**config.mk**
```make
export PLATFORM = sky130hd
export DESIGN_NAME = flash_sample_reader_flat
export DESIGN_NICKNAME = d
export VERILOG_FILES = /design/src/rtl/flash_sample_reader_if.sv /design/src/rtl/flash_sample_reader.sv /design/src/flat_wrapper.sv
export SDC_FILE = /design/constraint.sdc
export NUM_CORES = 1
export LEC_CHECK = 0
export CORE_MARGIN = 3
export CORE_UTILIZATION = 45
export DETAILED_ROUTE_END_ITERATION = 6
export PLACE_DENSITY = 0.68
export SKIP_CTS_REPAIR_TIMING = 1
export SLEW_MARGIN = 25
export SYNTH_ARGS = -nofsm -noshare
export SYNTH_HDL_FRONTEND = slang
export SYNTH_SLANG_ARGS = --single-unit
```
**constraint.sdc**
```tcl
create_clock -name CLOCK_50 -period 2.7 [get_ports CLOCK_50]
set_input_delay 0.54 -clock CLOCK_50 [delete_from_list [all_inputs] [get_ports CLOCK_50]]
set_output_delay 0.54 -clock CLOCK_50 [all_outputs]
set_load 0.02 [all_outputs]
```
**src/rtl/flash_sample_reader_if.sv**
```systemverilog
// Bus bundle for flash_sample_reader: Avalon-MM read master toward the flash core
// plus the valid/ready sample stream toward the downstream writer stage.
interface flash_sample_reader_if;
  logic        flash_mem_read;
  logic [22:0] flash_mem_address;
  logic        flash_mem_waitrequest;
  logic [31:0] flash_mem_readdata;
  logic        flash_mem_readdatavalid;
  logic [15:0] sample_data;
  logic        sample_valid;
  logic        sample_ready;

  modport master (
    output flash_mem_read,
    output flash_mem_address,
    input  flash_mem_waitrequest,
    input  flash_mem_readdata,
    input  flash_mem_readdatavalid,
    output sample_data,
    output sample_valid,
    input  sample_ready
  );

  modport slave (
    input  flash_mem_read,
    input  flash_mem_address,
    output flash_mem_waitrequest,
    output flash_mem_readdata,
    output flash_mem_readdatavalid,
    input  sample_data,
    input  sample_valid,
    output sample_ready
  );
endinterface

```
**src/rtl/flash_sample_reader.sv**
```systemverilog
// Sequential flash word fetcher that splits each 32-bit word into two 16-bit samples
// (low half first) and streams them through a FWFT FIFO. Optional macro: AUTO_LOOP_EN.
module flash_sample_reader #(
  parameter logic [22:0] START_WORD = 23'h000000,
  parameter logic [22:0] END_WORD   = 23'h0FFFFF,
  parameter int          DEPTH      = 8
) (
  input  logic                     CLOCK_50,
  input  logic                     rst_n,
  input  logic                     enable,
  flash_sample_reader_if.master    bus,
  output logic [$clog2(DEPTH):0]   fifo_level,
  output logic                     done
);

  localparam int AW = $clog2(DEPTH);
  localparam int LW = AW + 1;

  typedef enum logic [1:0] {IDLE, REQ, WAIT_DATA, PUSH_HI} state_t;

  state_t        state_reg;
  logic          read_reg;
  logic [22:0]   addr_reg;
  logic [22:0]   ptr_reg;
  logic [15:0]   hi_reg;
  logic          done_reg;

  logic [15:0]   mem_reg [DEPTH];
  logic [AW-1:0] wr_ptr_reg;
  logic [AW-1:0] rd_ptr_reg;
  logic [LW-1:0] level_reg;
  logic [LW-1:0] level_next;
  logic [LW-1:0] free_space;
  logic          push;
  logic          pop;
  logic [15:0]   push_data;

  always_comb begin
    push       = ((state_reg == WAIT_DATA) && bus.flash_mem_readdatavalid) ||
                 (state_reg == PUSH_HI);
    push_data  = (state_reg == PUSH_HI) ? hi_reg : bus.flash_mem_readdata[15:0];
    pop        = (level_reg != '0) && bus.sample_ready;
    level_next = level_reg + LW'(push) - LW'(pop);
    free_space = LW'(DEPTH) - level_reg;
  end

  // Two free slots are required before a fetch so both halves always fit.
  always_ff @(posedge CLOCK_50 or negedge rst_n) begin
    if (!rst_n) begin
      state_reg <= IDLE;
      read_reg  <= 1'b0;
      addr_reg  <= START_WORD;
      ptr_reg   <= START_WORD;
      hi_reg    <= 16'h0000;
      done_reg  <= 1'b0;
    end else begin
      case (state_reg)
        IDLE: begin
          if (enable && !done_reg && (free_space >= LW'(2))) begin
            state_reg <= REQ;
            read_reg  <= 1'b1;
            addr_reg  <= ptr_reg;
          end
        end
        REQ: begin
          if (!bus.flash_mem_waitrequest) begin
            read_reg  <= 1'b0;
            state_reg <= WAIT_DATA;
          end
        end
        WAIT_DATA: begin
          if (bus.flash_mem_readdatavalid) begin
            hi_reg    <= bus.flash_mem_readdata[31:16];
            state_reg <= PUSH_HI;
          end
        end
        PUSH_HI: begin
          state_reg <= IDLE;
          if (ptr_reg == END_WORD) begin
`ifdef AUTO_LOOP_EN
            ptr_reg <= START_WORD;
`else
            done_reg <= 1'b1;
`endif
          end else begin
            ptr_reg <= ptr_reg + 23'd1;
          end
        end
        default: state_reg <= IDLE;
      endcase
    end
  end

  always_ff @(posedge CLOCK_50 or negedge rst_n) begin
    if (!rst_n) begin
      wr_ptr_reg <= '0;
      rd_ptr_reg <= '0;
      level_reg  <= '0;
    end else begin
      if (push) wr_ptr_reg <= wr_ptr_reg + AW'(1);
      if (pop)  rd_ptr_reg <= rd_ptr_reg + AW'(1);
      level_reg <= level_next;
    end
  end

  // Storage needs no reset: the head is masked to zero while the FIFO is empty.
  always_ff @(posedge CLOCK_50) begin
    if (push) mem_reg[wr_ptr_reg] <= push_data;
  end

  assign bus.flash_mem_read    = read_reg;
  assign bus.flash_mem_address = addr_reg;
  assign bus.sample_valid      = (level_reg != '0);
  assign bus.sample_data       = (level_reg != '0) ? mem_reg[rd_ptr_reg] : 16'h0000;
  assign fifo_level            = level_reg;
  assign done                  = done_reg;

endmodule

```
**src/flat_wrapper.sv**
```systemverilog
// flat-port wrapper written by rule: the top's interface ports become plain ports
module flash_sample_reader_flat 
#(
  parameter logic [22:0] START_WORD = 23'h000000,
  parameter logic [22:0] END_WORD   = 23'h0FFFFF,
  parameter int          DEPTH      = 8
)
  (CLOCK_50, rst_n, enable, fifo_level, done, bus_flash_mem_read, bus_flash_mem_address, bus_flash_mem_waitrequest, bus_flash_mem_readdata, bus_flash_mem_readdatavalid, bus_sample_data, bus_sample_valid, bus_sample_ready);
  flash_sample_reader_if bus_i ();
  input  logic CLOCK_50;
  input  logic rst_n;
  input  logic enable;
  output logic [$clog2(DEPTH):0] fifo_level;
  output logic done;
  output wire logic [$bits(bus_i.flash_mem_read)-1:0] bus_flash_mem_read;
  output wire logic [$bits(bus_i.flash_mem_address)-1:0] bus_flash_mem_address;
  input wire logic [$bits(bus_i.flash_mem_waitrequest)-1:0] bus_flash_mem_waitrequest;
  input wire logic [$bits(bus_i.flash_mem_readdata)-1:0] bus_flash_mem_readdata;
  input wire logic [$bits(bus_i.flash_mem_readdatavalid)-1:0] bus_flash_mem_readdatavalid;
  output wire logic [$bits(bus_i.sample_data)-1:0] bus_sample_data;
  output wire logic [$bits(bus_i.sample_valid)-1:0] bus_sample_valid;
  input wire logic [$bits(bus_i.sample_ready)-1:0] bus_sample_ready;
  assign bus_flash_mem_read = bus_i.flash_mem_read;
  assign bus_flash_mem_address = bus_i.flash_mem_address;
  assign bus_i.flash_mem_waitrequest = bus_flash_mem_waitrequest;
  assign bus_i.flash_mem_readdata = bus_flash_mem_readdata;
  assign bus_i.flash_mem_readdatavalid = bus_flash_mem_readdatavalid;
  assign bus_sample_data = bus_i.sample_data;
  assign bus_sample_valid = bus_i.sample_valid;
  assign bus_i.sample_ready = bus_sample_ready;
  flash_sample_reader #(.START_WORD(START_WORD), .END_WORD(END_WORD), .DEPTH(DEPTH)) u_core (.CLOCK_50(CLOCK_50), .rst_n(rst_n), .enable(enable), .bus(bus_i), .fifo_level(fifo_level), .done(done));
endmodule
```
==> run_results.csv <==
group,metric,value,unit
detailed_routing,first_pass_iters,5,
sta,rsz0062_at_grt,"yes",
setup_path,worst_path_max_delay_cell,"mux4_2",
die,die_w,143.5,µm
placement,port_buffers,83,
sta,skew,6.764,ps
synthesis,synth_nets,543,
setup_path,crit_chain,"buf_12 > buf_4 > mux4_2 > mux2i_2 > nor2_1 > buf_4",
synthesis,ys_seq_area_share,67.56,%
sta,final-setup-viol-count,0,
layout,final_layout_size_suffix_gt1_share,28.16,%
layout,fillCellCount,1402,
setup_path,path_max_fanout,12,
status,status,"finished, violations left",
grt,grt_pass1_vias,4987,
sta,fin_ws,16.15,ps
synthesis,syn_inst,488,
setup_path,cp-end-kind,"output pin",
layout,finish.utilization,57.55,%
die,io_pins,84,
layout,instances_no_fill,847,
setup_path,startpoint,"u_core.rd_ptr_reg[0]",
detailed_routing,drt_iter0_drc,228,
synthesis,yosysWarnings,0,
clock_network,cts.htree.levels,1,
placement,dp_cells,802,
grt,grt_pass1_wl,26940,µm
grt,track_usage,16.80,%
grt,grt_max_degree,49,
setup_path,slowest_delay,500,ps
power_and_ir_drop,leakagePower,4.113,nW
grt,antenna_found_initial,0,
detailed_routing,num_vias,4528,
power_and_ir_drop,peakVddDrop,0.5529,mV
clock_network,clk_pin_slew,60,ps
layout,mostFrequentLayoutCells,"edfxtp_1, dfrtp_1, clkdlybuf4s50_1, mux2_2, mux4_2",
die,die_area,20580,µm²
placement,gp_congestion,0.7639,
layout,antenna_cells,0,
layout,syn2layout_area_growth,23.63,%
synthesis,synth_ff_type,"edfxtp_1",
layout,seqCellArea,5748,µm²
sta,period_needed,2684,ps
synthesis,syn_area,8504,µm²
setup_path,cp_top_family,"multiplexers",
synthesis,ys_ff_latch,204,
clock_network,cts_buffers,21,
placement,dp_slack,129.1,ps
power_and_ir_drop,power_density,1099,nW/µm²
clock_network,clock-sinks,204,
die,fp-row-count,49,
sta,hold_viol,2,
layout,final_common_cell,"edfxtp_1",
status,violations,"negative hold slack",
layout,multi_input_area,2603,µm²
detailed_routing,wl,16900,µm
synthesis,syn_area_per_cell,17.43,µm²
sta,fmax,372.6,MHz
min_path,hp-class,"input pin to asynchronous set/reset pin",
setup_path,rr_startpoint,"u_core.fifo_level[1]",
setup_path,worst-setup-path-type,"flop to output pin",
detailed_routing,route.detailed.drc,0,
flow_run,cap_violations,0,
die,core_region_area,18270,µm²
clock_network,cts_tree,"done",
sta,drv_slew,0,
sta,whs,-1.260,ps
grt,grt_remaining_overflow,0,
die,die_h,143.5,µm
sta,tightest_slew,488.3,ps
placement,hpwl,10860,µm
setup_path,crit_top_cell,"buf_4",
clock_network,clkLatencyLatePin,490,ps
detailed_routing,via_per_inst,5.346,
synthesis,async_flop_share,37.25,%
setup_path,crit_buf_inv,3,
sta,slew_headroom,67.31,%
detailed_routing,postRouteAntennaNets,0,
synthesis,synth_edf_count,128,
clock_network,root_buffer,"clkbuf_16",
setup_path,required,2160,ps
setup_path,cp-start-kind,"flop",
clock_network,clk_path_buf_depth,3,
layout,largest_reg_flops,128,
die,initial_core_util,46.55,%
sta,post-route-period-util,99.40,%
detailed_routing,wl_per_cell,19.95,µm
layout,fin_nets,661,
setup_path,arrival,2140,ps
synthesis,synth.distinct_cells,39,
## area by class of cell
type / instances / area share, %
sequential: 204 / 54.67
clock buffer: 29 / 5.581
inverter: 15 / 0.5355
clock inverter: 6 / 0.5117
tap: 229 / 2.725
timing repair buffer: 115 / 11.22
multi-input combinational: 249 / 24.75
## through the flow
step / setup TNS [ps] / power (mW) / instance area (µm²)
after global placement: 0 / 8.729 / 9764
after global routing: -274.0 / 12.19 / 10510
after detailed placement: 0 / 8.898 / 9764
after floorplan: 0 / 7.291 / 8504
final: 0 / 11.56 / 10510
after CTS: -5103 / 11.64 / 10410
## report_power, final
| group | switching [mW] | internal, mW |
|---|---|---|
| clock network | 1.11 | 1.61 |
| logic | 2.18 | 2.11 |
| registers | 0.337 | 4.22 |
| total | 3.63 | 7.93 |
## layer usage
| layer | part of all wire [%] | global-route usage [%] |
|---|---|---|
| met1 | 43 | 22.03 |
| met2 | 51 | 29.09 |
| met3 | 4.7 | 3.561 |
| met4 | 1.6 | 3.717 |
| met5 | 0 | 0 |
## final timing paths
| kind | cells past startpoint | slack [ps] | endpoint |
|---|---|---|---|
| hold reg to reg | 1 | 500 | u_core.hi_reg[5] |
| setup / recovery | 6 | 20 | bus_sample_data[14] |
| max in group asynchronous | 2 | 2080 | u_core.hi_reg[2] |
| setup reg to reg | 11 | 260 | u_core.fifo_level[2] |
| min in group CLOCK_50 | 1 | 500 | u_core.hi_reg[5] |
| hold / removal | 1 | -1 | u_core.bus.flash_mem_address[10] |
## synthesized netlist by cell type (all sizes together), types with 2 or more instances
cell / n / area share [%]
xor2: 3 / 0.31
mux2: 58 / 7.8
nor2b: 2 / 0.15
mux2i: 16 / 1.9
dfrtp: 76 / 22
xnor2: 27 / 2.8
ha: 16 / 2.4
edfxtp: 128 / 45
nand2: 15 / 0.66
nand4: 8 / 0.77
and4: 5 / 0.56
clkbuf: 9 / 0.40
nand2b: 2 / 0.15
nor2: 27 / 1.2
inv: 15 / 0.66
nand3: 11 / 0.65
and3: 2 / 0.18
a21oi: 5 / 0.29
nor3: 4 / 0.24
mux4: 32 / 8.5
buf: 11 / 1.0
and2: 4 / 0.29
## logic make-up (layout without fill, tap and decap cells)
family | after synthesis | in the layout | synth area share (%)
flops | 204 | 204 | 67.56
mux | 106 | 106 | 18.13
simple gates | 84 | 84 | 5.473
buf+inv | 35 | 165 | 2.060
xor+xnor | 30 | 30 | 3.090
fa+ha+maj | 17 | 17 | 2.589
compound gates | 12 | 12 | 1.103
## worst reg2reg max path, delay by kind of cell (launching register included)
kind                       cells  cell delay (ps)
xor gates and xnor gates       1              130
adders and majority gates      4             1080
buffers and inverters          4              370
DFF                            1              410
and+or+nand+nor                2              360
Note: power is estimated with default switching activity, not from simulation.
